==> src/rtl/lcd_pkg.sv <==
// Shared types and helpers for the LCD transmit path.
// Nibble mode in the writer is selected by LCD_4BIT_EN.
package lcd_pkg;

  localparam logic [2:0] ST_IDLE  = 3'd0;
  localparam logic [2:0] ST_SETUP = 3'd1;
  localparam logic [2:0] ST_PULSE = 3'd2;
  localparam logic [2:0] ST_HOLD  = 3'd3;
  localparam logic [2:0] ST_WAIT  = 3'd4;

  typedef enum logic [2:0] {
    IDLE  = ST_IDLE,
    SETUP = ST_SETUP,
    PULSE = ST_PULSE,
    HOLD  = ST_HOLD,
    WAIT  = ST_WAIT
  } lcd_state_e;

  localparam logic [7:0] LCD_CMD_CLEAR = 8'h01;
  localparam logic [7:0] LCD_CMD_HOME  = 8'h02;
  localparam logic [7:0] LCD_CMD_HOME2 = 8'h03;

  // Clear and return-home take far longer to execute
  function automatic logic is_long_cmd(
    input logic       rs,
    input logic [7:0] data
  );
    return !rs && (data == LCD_CMD_CLEAR ||
                   data == LCD_CMD_HOME  ||
                   data == LCD_CMD_HOME2);
  endfunction

endpackage

==> src/rtl/lcd_cycle_timer.sv <==
// Loadable down-counter shared by every bus phase.
// done is high whenever the count sits at zero.
module lcd_cycle_timer #(
  parameter int CNT_W = 17
) (
  input  logic             CLK,
  input  logic             RESET,
  input  logic             load,
  input  logic [CNT_W-1:0] load_val,
  output logic             done
);

  logic [CNT_W-1:0] count;

  always_ff @(posedge CLK or posedge RESET) begin
    if (RESET) begin
      count <= '0;
    end else if (load) begin
      count <= load_val;
    end else if (count != '0) begin
      count <= count - CNT_W'(1);
    end
  end

  assign done = (count == '0);

endmodule

==> src/rtl/lcd_bus_writer.sv <==
// HD44780-style bus writer with valid/ready request side.
// Define LCD_4BIT_EN to send each byte as two nibbles.
module lcd_bus_writer
  import lcd_pkg::*;
#(
  parameter int SETUP_CYC      = 2,
  parameter int E_HIGH_CYC     = 12,
  parameter int HOLD_CYC       = 2,
  parameter int WAIT_SHORT_CYC = 2000,
  parameter int WAIT_LONG_CYC  = 80000,
  parameter int CNT_W          = 17
) (
  input  logic       CLK,
  input  logic       RESET,
  input  logic       REQ_VALID,
  input  logic       REQ_RS,
  input  logic [7:0] REQ_DATA,
  output logic       REQ_READY,
  output logic       LCD_E,
  output logic       LCD_RS,
  output logic       LCD_RW,
  output logic [7:0] LCD_DATA,
  output logic       BUSY
);

  localparam logic [CNT_W-1:0] LD_SETUP =
    CNT_W'(SETUP_CYC - 1);
  localparam logic [CNT_W-1:0] LD_E =
    CNT_W'(E_HIGH_CYC - 1);
  localparam logic [CNT_W-1:0] LD_HOLD =
    CNT_W'(HOLD_CYC - 1);
  localparam logic [CNT_W-1:0] LD_SHORT =
    CNT_W'(WAIT_SHORT_CYC - 1);
  localparam logic [CNT_W-1:0] LD_LONG =
    CNT_W'(WAIT_LONG_CYC - 1);

  lcd_state_e       state;
  logic             accept;
  logic             load;
  logic [CNT_W-1:0] load_val;
  logic [CNT_W-1:0] wait_val;
  logic             done;
  logic             long_wait;

`ifdef LCD_4BIT_EN
  logic       nib;
  logic [3:0] lo_nib;
`endif

  assign accept   = REQ_VALID && REQ_READY &&
                    (state == IDLE);
  assign wait_val = long_wait ? LD_LONG : LD_SHORT;
  assign LCD_RW   = 1'b0;

  always_comb begin
    load     = 1'b0;
    load_val = '0;
    unique case (state)
      IDLE: begin
        load     = accept;
        load_val = LD_SETUP;
      end
      SETUP: begin
        load     = done;
        load_val = LD_E;
      end
      PULSE: begin
        load     = done;
        load_val = LD_HOLD;
      end
      HOLD: begin
        load = done;
`ifdef LCD_4BIT_EN
        load_val = nib ? wait_val : LD_SETUP;
`else
        load_val = wait_val;
`endif
      end
      default: ;
    endcase
  end

  lcd_cycle_timer #(
    .CNT_W(CNT_W)
  ) u_timer (
    .CLK     (CLK),
    .RESET   (RESET),
    .load    (load),
    .load_val(load_val),
    .done    (done)
  );

  always_ff @(posedge CLK or posedge RESET) begin
    if (RESET) begin
      state     <= IDLE;
      LCD_E     <= 1'b0;
      LCD_RS    <= 1'b0;
      LCD_DATA  <= 8'h00;
      REQ_READY <= 1'b0;
      BUSY      <= 1'b1;
      long_wait <= 1'b0;
`ifdef LCD_4BIT_EN
      nib       <= 1'b0;
      lo_nib    <= 4'h0;
`endif
    end else begin
      unique case (state)
        IDLE: begin
          if (accept) begin
            state     <= SETUP;
            LCD_RS    <= REQ_RS;
            REQ_READY <= 1'b0;
            BUSY      <= 1'b1;
            long_wait <= is_long_cmd(REQ_RS, REQ_DATA);
`ifdef LCD_4BIT_EN
            LCD_DATA  <= {REQ_DATA[7:4], 4'h0};
            lo_nib    <= REQ_DATA[3:0];
            nib       <= 1'b0;
`else
            LCD_DATA  <= REQ_DATA;
`endif
          end else begin
            REQ_READY <= 1'b1;
            BUSY      <= 1'b0;
          end
        end
        SETUP: begin
          if (done) begin
            state <= PULSE;
            LCD_E <= 1'b1;
          end
        end
        PULSE: begin
          if (done) begin
            state <= HOLD;
            LCD_E <= 1'b0;
          end
        end
        HOLD: begin
          if (done) begin
`ifdef LCD_4BIT_EN
            // Second nibble reuses the full setup/pulse/hold run
            if (!nib) begin
              state    <= SETUP;
              nib      <= 1'b1;
              LCD_DATA <= {lo_nib, 4'h0};
            end else begin
              state <= WAIT;
              nib   <= 1'b0;
            end
`else
            state <= WAIT;
`endif
          end
        end
        WAIT: begin
          if (done) begin
            state     <= IDLE;
            REQ_READY <= 1'b1;
            BUSY      <= 1'b0;
          end
        end
        default: state <= IDLE;
      endcase
    end
  end

endmodule

==> config.mk <==
export PLATFORM = sky130hd
export DESIGN_NAME = lcd_bus_writer
export DESIGN_NICKNAME = d
export VERILOG_FILES = /design/src/rtl/lcd_pkg.sv /design/src/rtl/lcd_cycle_timer.sv /design/src/rtl/lcd_bus_writer.sv
export SDC_FILE = /design/constraint.sdc
export NUM_CORES = 1
export LEC_CHECK = 0
export ABC_AREA = 1
export CORE_MARGIN = 2
export CORE_UTILIZATION = 55
export DETAILED_ROUTE_END_ITERATION = 8
export HOLD_SLACK_MARGIN = 0.1
export PLACE_DENSITY_LB_ADDON = 0.25
export SLEW_MARGIN = 20
export SYNTH_ARGS = -nofsm -noshare
export SYNTH_HDL_FRONTEND = slang
export SYNTH_SLANG_ARGS = --single-unit
==> constraint.sdc <==
create_clock -name CLK -period 2 [get_ports CLK]
set_clock_uncertainty 0.1 [all_clocks]
set_input_delay 0.4 -clock CLK [delete_from_list [all_inputs] [get_ports CLK]]
set_output_delay 0.4 -clock CLK [all_outputs]
set_load 0.02 [all_outputs]
==> results of run 1 <==
[where the power goes]
group	internal [uW]	total, uW	switching (uW)
registers	923	1120	198
logic	726	1860	1140
clock network	132	371	238
total	1780	3350	1570
[cell type report]
cell class	instances	area, sq um
multi-input cells	185	951
repair buffers	29	287
well taps	46	57.6
inverters	26	97.6
clock inverters	3	17.5
flip-flops and latches	33	827
fillers	296	1060
clock buffers	5	37.5
[metal layers]
metal | wire length [um] | part of all wire (%)
met5 | 0 | 0
met4 | 62 | 1.6
met3 | 170 | 4.3
met2 | 1860 | 47
met1 | 1860 | 47
[kinds of logic (layout without fill, tap and decap cells)]
logic type                 count (synthesis)  in the layout  synth area share, %
AOI/OAI and AO/OA                         34             34                 10.0
xor gates and xnor gates                   3              3                 1.38
adders and majority gates                  2              2                 1.32
buffers and inverters                     31             63                 6.85
DFF                                       33             33                 43.5
other                                      1              1                0.197
and+or+nand+nor                          145            145                 36.7
[registers in the layout, indices dropped and copies added, names as in the netlist]
| register | count |
|---|---|
| long_wait | 1 |
| LCD_DATA | 8 |
| BUSY | 1 |
| state | 3 |
| u_timer.count | 17 |
| REQ_READY | 1 |
| LCD_RS | 1 |
| LCD_E | 1 |
[critical path, delay by kind of cell (launching register included)]
| kind | cells | cell delay, ns |
|---|---|---|
| adder cells (fa/ha/maj) | 1 | 0.19 |
| AND/OR/NAND/NOR | 6 | 0.70 |
| buffers and inverters | 2 | 0.18 |
| AO/OA/AOI/OAI | 1 | 0.21 |
| flip-flops | 1 | 0.40 |
[synthesized netlist by cell type, drive strengths merged]
library cell	n
nor3	3
inv	26
buf	4
o32ai	1
o21ai	16
conb	1
o21a	2
nand3b	4
dfstp	1
xor2	3
dfrtp	32
ha	2
nand3	25
nor2	35
or2	1
clkbuf	1
a21oi	15
nand4	2
nand2	75
[per-stage QoR]
step                cell area (sq um)  util [%]  setup WS (ns)  hold slack [ns]  power, uW
CTS                              2270      67.9          0.138            0.359       3360
floorplan                        1900         -          0.378            0.387       2420
detailed placement               2210      66.3          0.172            0.365       2980
finish                           2270      68.2          0.155            0.340       3350
global route                     2270      68.2         0.0350            0.364       3670
global placement                 2210      66.3          0.191            0.364       2940
[what timing repair did]
action	in CTS	in global routing
setup endpoints to repair	1	2
hold endpoints to repair	0	0
buffers inserted	0	0
hold buffers	0	0
resized for setup	1	2
[final timing paths]
path / from / depth (start not counted) / to
max: u_timer.count[0]$_DFFE_PP0P_ / 10 / u_timer.count[11]$_DFFE_PP0P_
min in group CLK: LCD_DATA[3]$_DFFE_PP0P_ / 2 / LCD_DATA[3]$_DFFE_PP0P_
min reg2reg: LCD_DATA[3]$_DFFE_PP0P_ / 2 / LCD_DATA[3]$_DFFE_PP0P_
max reg2reg: u_timer.count[0]$_DFFE_PP0P_ / 10 / u_timer.count[11]$_DFFE_PP0P_
min: RESET / 3 / LCD_E$_DFFE_PP0P_
max in group asynchronous: RESET / 3 / BUSY$_DFFE_PP1P_
==> summary by stage, run 1 <==
STA
The slew at the pin closest to its max-slew limit is between 0.5 and 0.6 ns. Of the available clock period, the critical path in the final layout requires 92.3%. Setup repair after global routing left no endpoint under its margin.

The highest clock rate is 0.542 GHz. The total count of hold-check failures in the final report is 0. The count of pins over their slew limit is 0.

Adding up every negative setup slack in the final design gives 0 ns. Setup violations remaining at the end of the flow were counted as 0. The clock period could shrink to 1.85 ns. The worst relative slew slack is ~65%.

Logic synthesis
A synthesized cell averages approximately 7.6 sq um. The register area share after synthesis is a little over two fifths. The cell type with the largest total area after synthesis is dfrtp_1. In the post-synthesis netlist, the biggest area contributors are dfrtp_1 (42%), nand2_1 (14%), nand3_1 (6.1%). The register bit count reported by yosys is 33. The post-synthesis instance area is about 1900 sq um. The area share of the largest cell type after synthesis is a little over two fifths. Counting every instance in the synthesized netlist gives 249. The post-synth net total is approximately 260. The count of yosys warnings during synthesis is 0. The unique cell type count in the Yosys netlist is 32.

Floorplanning
The horizontal die dimension is around 63 um. The die outline area is 3940 sq um. The region available for standard cell placement spans 3340 sq um. For this configuration, the core starts out at a cell density of 57.0%. In this run the vertical extent of the chip is 62.8 um. The number of placed I/O pins is 25. After floorplanning, the core was divided into 21 placement rows.

Detailed routing
For this run, design rule violations remaining after detail routing come to 0. The first TritonRoute pass finished after 4 iterations. The count of routing violations after the opening detailed-route iteration is 58.

After detailed routing, the average wire length per cell comes to between 10 and 15 um. The count of nets left with antenna violations once routing finished came out at 0. The per-cell via count in the routed design is around 5.2. The total wire length is between 3000 and 4000 um. The via count of the routed design is approximately 1700.

Global routing
The total overflow reported by the global router is 0. The initial antenna violation count is 0. The global routing stage identified its most utilized layer as met2. The met1 track demand over resource in global routing is between 30% and 40%. For this run, the total global-route usage over all layers was measured as about a quarter. The met3 track demand over resource in global routing is 5.95%.

The first global-routing pass estimated between 7000 and 8000 um of wire. The via count of the first global-routing pass is roughly 1600. The met2 track demand over resource in global routing is 36.8%. Entering global routing, the biggest net connects 34 pins.

Place
In this run, placement finished with an instance count of 319. The congestion estimate from routability-driven global placement came to ~0.85. Port buffering added 23 buffers. Detailed placement finished with a half-perimeter wire length of about 2900 um.

Setup path
The critical path data arrival time is about 2 ns. The critical path goes through inv_1 > ha_1 > inv_1 > nor2_1 > nand2_1 > nor2_4 > nand3_2 > nand2_1 > nand3_2 > a21oi_1. The data required time of the critical path is approximately 2.2 ns. The critical path in this run is classified as reg -> reg. The kind of end point of the critical path is a flip-flop. Setup slack on the worst reg-to-reg path comes out at approximately 0.15 ns. The highest net fanout along the worst path is 6. The slowest cell on the critical path is dfrtp_1.

The launching element type of the critical path is a flip-flop. The largest stage delay on the critical path is roughly 0.40 ns.

Cells and area
In the layout the commonest cells are nand2_1 (70), dfrtp_1 (32), nor2_1 (26). The net count reported at finish is around 290. 0 antenna diodes ended up in the layout. The share of final-layout standard cells stronger than drive strength 1 is roughly an eighth.

The library cell used most frequently in the layout, excluding fill and tap cells, is nand2_1. The layout overhead on the synthesized area is 19.7%. The filler-free cell count of the finished design is 327.

Pwr
The power density over the cells is 1470 nW/um^2. IR analysis of the VDD net gives a maximum drop of roughly 0.87 mV. For this design the static power due to leakage is approximately 0.0011 uW.

Clocking
The H-tree depth reported by CTS is 2. After clock tree synthesis, the clock-pin slew on the worst setup and hold paths is roughly 0.11 ns. The clock passes through at most 2 buffers.

The root buffer cell is clkbuf_4. The sink count of the clock tree is 33. The clock reaches the later pin of the worst-skew pair after around 0.34 ns. The TritonCTS clock tree is done. In this run, CTS created clock tree buffers numbering 5.

Min path
The kind of path behind the tightest hold check is in -> async.

Outcome
The flow ran to the end, and the final reports show no timing, DRC or antenna violations.

Job
Across the run, the number of max-cap violations was 0.
(Power assumes the default switching activity.)
==> inputs of run 2 (changes only) <==
--- a/config.mk
+++ b/config.mk
@@ -7,7 +7,8 @@
 export LEC_CHECK = 0
 export ABC_AREA = 1
 export CORE_MARGIN = 2
-export CORE_UTILIZATION = 55
+export CORE_UTILIZATION = 41
+export CTS_CLUSTER_SIZE = 40
 export DETAILED_ROUTE_END_ITERATION = 8
 export HOLD_SLACK_MARGIN = 0.1
 export PLACE_DENSITY_LB_ADDON = 0.25
==> run 2 against run 1 <==
Core utilization shrank 15 points. Sequential share of layout area shrank 1.1 points. Clock-buffer cell count rose by 1. Register-to-register slack gained 0.07 ns. Die area rose by 32%. Clock power up 78%. First-iteration DRC count unchanged. Largest power group unchanged.
==> summary by stage, run 2 (same netlist as run 1, synthesis figures left out) <==
Global routing
The first global-routing pass estimated roughly 7300 um of wire. The initial antenna violation count is 0. The overall routing resource usage is approximately 18%. The total overflow reported by the global router is 0.

The via count of the first global-routing pass is between 1500 and 2000. The largest net degree at the start of global routing is 34.

Cells and area
The top cell types in the final layout, fill and taps aside, are nand2_1 (70), dfrtp_1 (32), nor2_1 (26). The final antenna diode count is 0. Cells with a size suffix above 1 make up 13.2% of the layout.

The flip-flop count of the largest register, all copies and words added is 17. The net count of the finished layout is around 300. The commonest non-fill, non-tap cell in the layout is nand2_1.

The largest registers in the layout are u_timer.count x17, LCD_DATA x8, state x3. The top register by number of flip-flops is u_timer.count. The area growth from synthesis to layout is 23.6%.

Outcome
The run finished with clean final reports.

STA
The final setup TNS is 0 ns. Subtracting the final worst setup slack from the clock period gives 1.93 ns. The count of pins over their slew limit is 0. The worst relative slew slack is roughly two thirds. Hold is met by 0.383 ns.

The total count of hold-check failures in the final report is 0. Of the available clock period, the critical path in the final layout requires between 90% and 100%. For this run, the top clock speed supported by timing is between 0.5 and 0.6 GHz. Setup repair after global routing left no endpoint under its margin. At the pin with the least slew margin, the transition time is about 0.49 ns. The count of endpoints failing setup in the final report is 0.

Floorplanning
The region available for standard cell placement spans 4410 sq um. The number of placed I/O pins is 25. The horizontal die dimension is 72.1 um. The die height is slightly above 70 um. The initial utilization of the core area, before any placement, comes to a little over two fifths. The die outline area is 5200 sq um. After floorplanning, the core was divided into 24 placement rows.

Setup path
For the worst setup path, the data required time is around 1.5 ns. Traced cell by cell, the critical path runs through clkdlybuf4s50_1. The launching element type of the critical path is a flip-flop. Data arrives at the worst endpoint at between 1 and 1.5 ns. The highest net fanout along the worst path is 2.

The startpoint of the most critical register-to-register path is u_timer.count[0]$_DFFE_PP0P_. The worst setup path is of the reg -> out kind. The largest stage delay on the critical path is roughly 0.60 ns. On the critical path, the stage with the largest delay is an instance of clkdlybuf4s50_1.

The number of buffers and inverters on the critical path is 1. STA classifies the critical path endpoint as an output port. The startpoint of the most critical setup path is BUSY$_DFFE_PP1P_. On the critical path the largest part of the delay comes from buffers and inverters.

Detailed routing
In this run, the number of DRC markers left after iteration 0 of detailed routing was 58. Detailed routing inserted a total of approximately 1700 vias. The residual DRC count is 0.

In the final routed layout, each cell accounts on average for between 10 and 15 um. The detailed-router iteration count before antenna repair is 4. The detail route stage leaves a number of antenna-violating nets equal to 0. Dividing the detail-routed via count by the number of cells gives just under 5. Summed over all layers, the routed wires come to roughly 4100 um.

Clocking
The count of hold-fix buffers inserted at cts is 0. The H-tree depth reported by CTS is 2. The number of setup buffers added after CTS is 0. Clock tree synthesis found a total of 33 sinks. The root buffer cell is clkbuf_8. The TritonCTS buffer count is 5. Post-CTS repair changed the size of 0 cells.

The clock edge transition at the registers on the reported setup and hold paths is 0.07 ns. At the later pin of the worst-skew pair, clock insertion delay measures 0.29 ns. The TritonCTS clock tree is done. The clock passes through at most 2 buffers.

Place
The count of port buffers added during placement is 23. The HPWL after detailed placement is between 3000 and 4000 um. The last weighted congestion value of the routability-driven placer is 0.756.

Pwr
The part of the total power dissipated in sequential elements is between 30% and 40%. The switching power of the nets is around 1600 uW. Combinational cells account for around 51% of the total power. The internal power of the cells is approximately 2100 uW. In this run the static leakage power is around 0.0012 uW.

The switching portion of total power is 43.7%. The power density over the cells is roughly 1600 nW/um^2. In this run, the clock network consumes a little under a fifth of the power. The maximum vdd ir drop is about 0.73 mV.

Job
The number of max-cap violations is 0.

Min path
In this run the worst hold path is classified as in -> async.
-- run 2: changes by cell type in the layout (fill, tap and decap cells not counted), sizes merged --
cell | previous run | this run
clkinv | 2 | 0
bufinv | 0 | 1
clkbuf | 5 | 6
clkdlybuf4s50 | 22 | 23
dlygate4sd2 | 1 | 0
-- run 2: worst paths after layout --
check	cells after the start	slack, ns	to
hold reg to reg	2	0.38	LCD_DATA[1]$_DFFE_PP0P_
max in group asynchronous	3	1.07	BUSY$_DFFE_PP1P_
min in group CLK	2	0.38	LCD_DATA[1]$_DFFE_PP0P_
setup reg to reg	10	0.22	u_timer.count[12]$_DFFE_PP0P_
hold / removal	3	0.38	REQ_READY$_DFFE_PP0P_
setup / recovery	1	0.07	BUSY
-- run 2: per-stage QoR --
step | setup WS [ns] | area [sq um] | power, uW | util (%) | cells
3_3_place_gp | 0.220 | 2220 | 2960 | 50.3 | 325
6_report | 0.0748 | 2350 | 3660 | 53.2 | 333
2_1_floorplan | 0.378 | 1900 | 2420 | - | 249
4_1_cts | 0.0567 | 2340 | 3660 | 53.0 | 333
5_1_grt | 0.0185 | 2350 | 3990 | 53.2 | 333
3_5_place_dp | 0.195 | 2220 | 2980 | 50.3 | 325
-- run 2: metal layers --
metal	part of all wire, %	track usage, %	wire, um	up-vias
li1	-	-	-	859
met1	49	25.2	1980	746
met2	45	27.4	1820	40
met3	5.2	4.31	210	7
met4	1.1	5.03	44	0
met5	0	0	0	-
-- run 2: area by class of cell --
class,count,area (sq um)
repair buffers,29,288
multi-input cells,185,951
well taps,52,65.1
clock buffers,6,82.6
fillers,433,2070
inverters,26,97.6
flip-flops and latches,33,827
clock inverters,2,37.5
-- run 2: power groups by stage --
| stage | registers [uW] | clock network [uW] | logic [uW] |
|---|---|---|---|
| after floorplan | 1230 | 0 | 1200 |
| after global placement | 1120 | 0 | 1840 |
| after detailed placement | 1120 | 0 | 1860 |
| after CTS | 1120 | 675 | 1870 |
| after global routing | 1150 | 707 | 2130 |
| final | 1120 | 662 | 1880 |
==> inputs of run 3 (changes only) <==
--- a/config.mk
+++ b/config.mk
@@ -8,7 +8,6 @@
 export ABC_AREA = 1
 export CORE_MARGIN = 2
 export CORE_UTILIZATION = 41
-export CTS_CLUSTER_SIZE = 40
 export DETAILED_ROUTE_END_ITERATION = 8
 export HOLD_SLACK_MARGIN = 0.1
 export PLACE_DENSITY_LB_ADDON = 0.25
==> results of run 3 <==
Same layout as run 2: the final DEF is identical, and so are final timing and power.
==> RTL change, RTL diff (settings of run 1) <==
Add a define of `LCD_4BIT_EN`.
--- a/src/rtl/lcd_bus_writer.sv
+++ b/src/rtl/lcd_bus_writer.sv
@@ -1,5 +1,7 @@
 // HD44780-style bus writer with valid/ready request side.
 // Define LCD_4BIT_EN to send each byte as two nibbles.
+`define LCD_4BIT_EN
+
 module lcd_bus_writer
   import lcd_pkg::*;
 #(
Check against the original RTL: not equivalent (Yosys sat finds a counterexample within 4 cycles, from zero or initial values and one cycle with RESET high).
==> RTL change against run 1 <==
Synthesized area grew 9.4%. Sequential cell count grew 1. Setup slack lost 64 ps. Count of clock-buffer cells in the layout grew 2. Routed wire length grew 9.2%. Final cell count is the same. Total power grew 15%. Sequential power grew 13%. Final area grew 6.1%. Critical path type is now reg2out. Largest cell class unchanged. Largest power group unchanged. Highest routed layer unchanged.
==> RTL change: results (changes against run 1) <==
hpwl_um: 3220  # +10%
drt_iter0_drc: 87  # +50%
dp_cells: 319  # unchanged
fin_hold_ws_ps: 371  # +30.4 ps
ir_worst_vdd_v: 0.000799  # -8.5%
clk_pin_slew_ps: 60  # -50 ps
reg2reg_to: "LCD_DATA[6]"
htreeDepth: 2  # unchanged
hp-class: "reg2reg"
grtUsageTotal: 0.234  # +0.000566
num_vias: 1711  # +1.5%
top_regs: "u_timer.count (17), LCD_DATA (4), lo_nib (4)"
crit_slowest_cell: "clkdlybuf4s50_1"
yosysSeqAreaShare: 0.410  # -0.0254
insertion_delay_ps: 290  # -50 ps
min_path_cells: 2
synth.area.top_cells: "dfrtp_1 (40%), nand2_1 (12%), nor2_1 (4.2%)"
drive_gt1_frac: 0.161  # +0.0296
cpPeakStageDelay_ps: 600  # +200 ps
synth_common_cells: "nand2_1 (68), dfrtp_1 (33), nor2_1 (23)"
rr_worst_depth: 11  # +1
async_flop_share: 1.00  # unchanged
grt_pass1_wl_um: 7630  # +6.8%
outcome: "finished clean"
cpLargestDelayFamily: "buffers and inverters"
crit_fanout: 2  # -4
synthesis.instances: 252  # +1.2%
sw_frac_of_total: 0.463  # -0.00617
nets: 292  # -0.68%
wl_per_cell_um: 13.2  # +9.2%
gp_congestion: 0.917  # +8.4%
grt_max_degree: 35  # +2.9%
synth.distinct_cells: 36  # +13%
placed_cell_area_mm2: 0.00232  # +4.7%
power_leakage_nw: 1.18  # +4.1%
max_freq_mhz: 524  # -3.3%
io_buffers: 19  # -17%
dp_slack_ps: 113  # -59.0 ps
arrival_ps: 1410  # -600 ps
cts_root_buf: "clkbuf_8"
## RTL change: worst max path at each step
stage	slack, ps	start	endpoint	cells past startpoint
2_1_floorplan	340	u_timer.count[0]	LCD_DATA[4]	11
3_3_place_gp	110	REQ_VALID	u_timer.count[1]	9
3_5_place_dp	110	REQ_VALID	u_timer.count[1]	9
4_1_cts	80	BUSY	BUSY	1
5_1_grt	3	u_timer.count[0]	LCD_DATA[7]	11
6_report	90	BUSY	BUSY	1
## RTL change: routing by layer
| layer | vias up | GRT usage | routed length, µm |
|---|---|---|---|
| met4 | 0 | 0.0911 | 77 |
| met5 | - | 0 | 0 |
| met3 | 9 | 0.0394 | 229 |
| li1 | 854 | - | - |
| met1 | 793 | 0.317 | 1990 |
| met2 | 55 | 0.375 | 2030 |
## RTL change: area by class of cell
cell class / instances / area, µm²
fillers: 298 / 1250
inverters: 22 / 85.1
flip-flops and latches: 34 / 852
clock inverters: 1 / 5.00
repair buffers: 21 / 205
clock buffers: 7 / 86.3
multi-input cells: 194 / 1120
well taps: 48 / 60.1
## RTL change: power groups by stage
stage	Combinational, mW	Sequential (mW)	Clock [mW]
2_1_floorplan	1.56	1.29	0
3_3_place_gp	2.05	1.25	0
3_5_place_dp	2.08	1.26	0
4_1_cts	2.09	1.25	0.533
5_1_grt	2.37	1.29	0.565
6_report	2.09	1.26	0.526
## RTL change: cell families after synthesis
kind of cell,synth area share
compound gates,0.119
xor+xnor,0.0463
fa+ha+maj,0.0120
buf+inv,0.0614
flops,0.410
mux,0.0193
other cells,0.00180
simple gates,0.331
## RTL change: timing repair
action | CTS | global route
gates resized for setup | 0 | 2
endpoints found under the setup margin | 0 | 8
hold buffers | 0 | 0
buffers inserted | 0 | 0
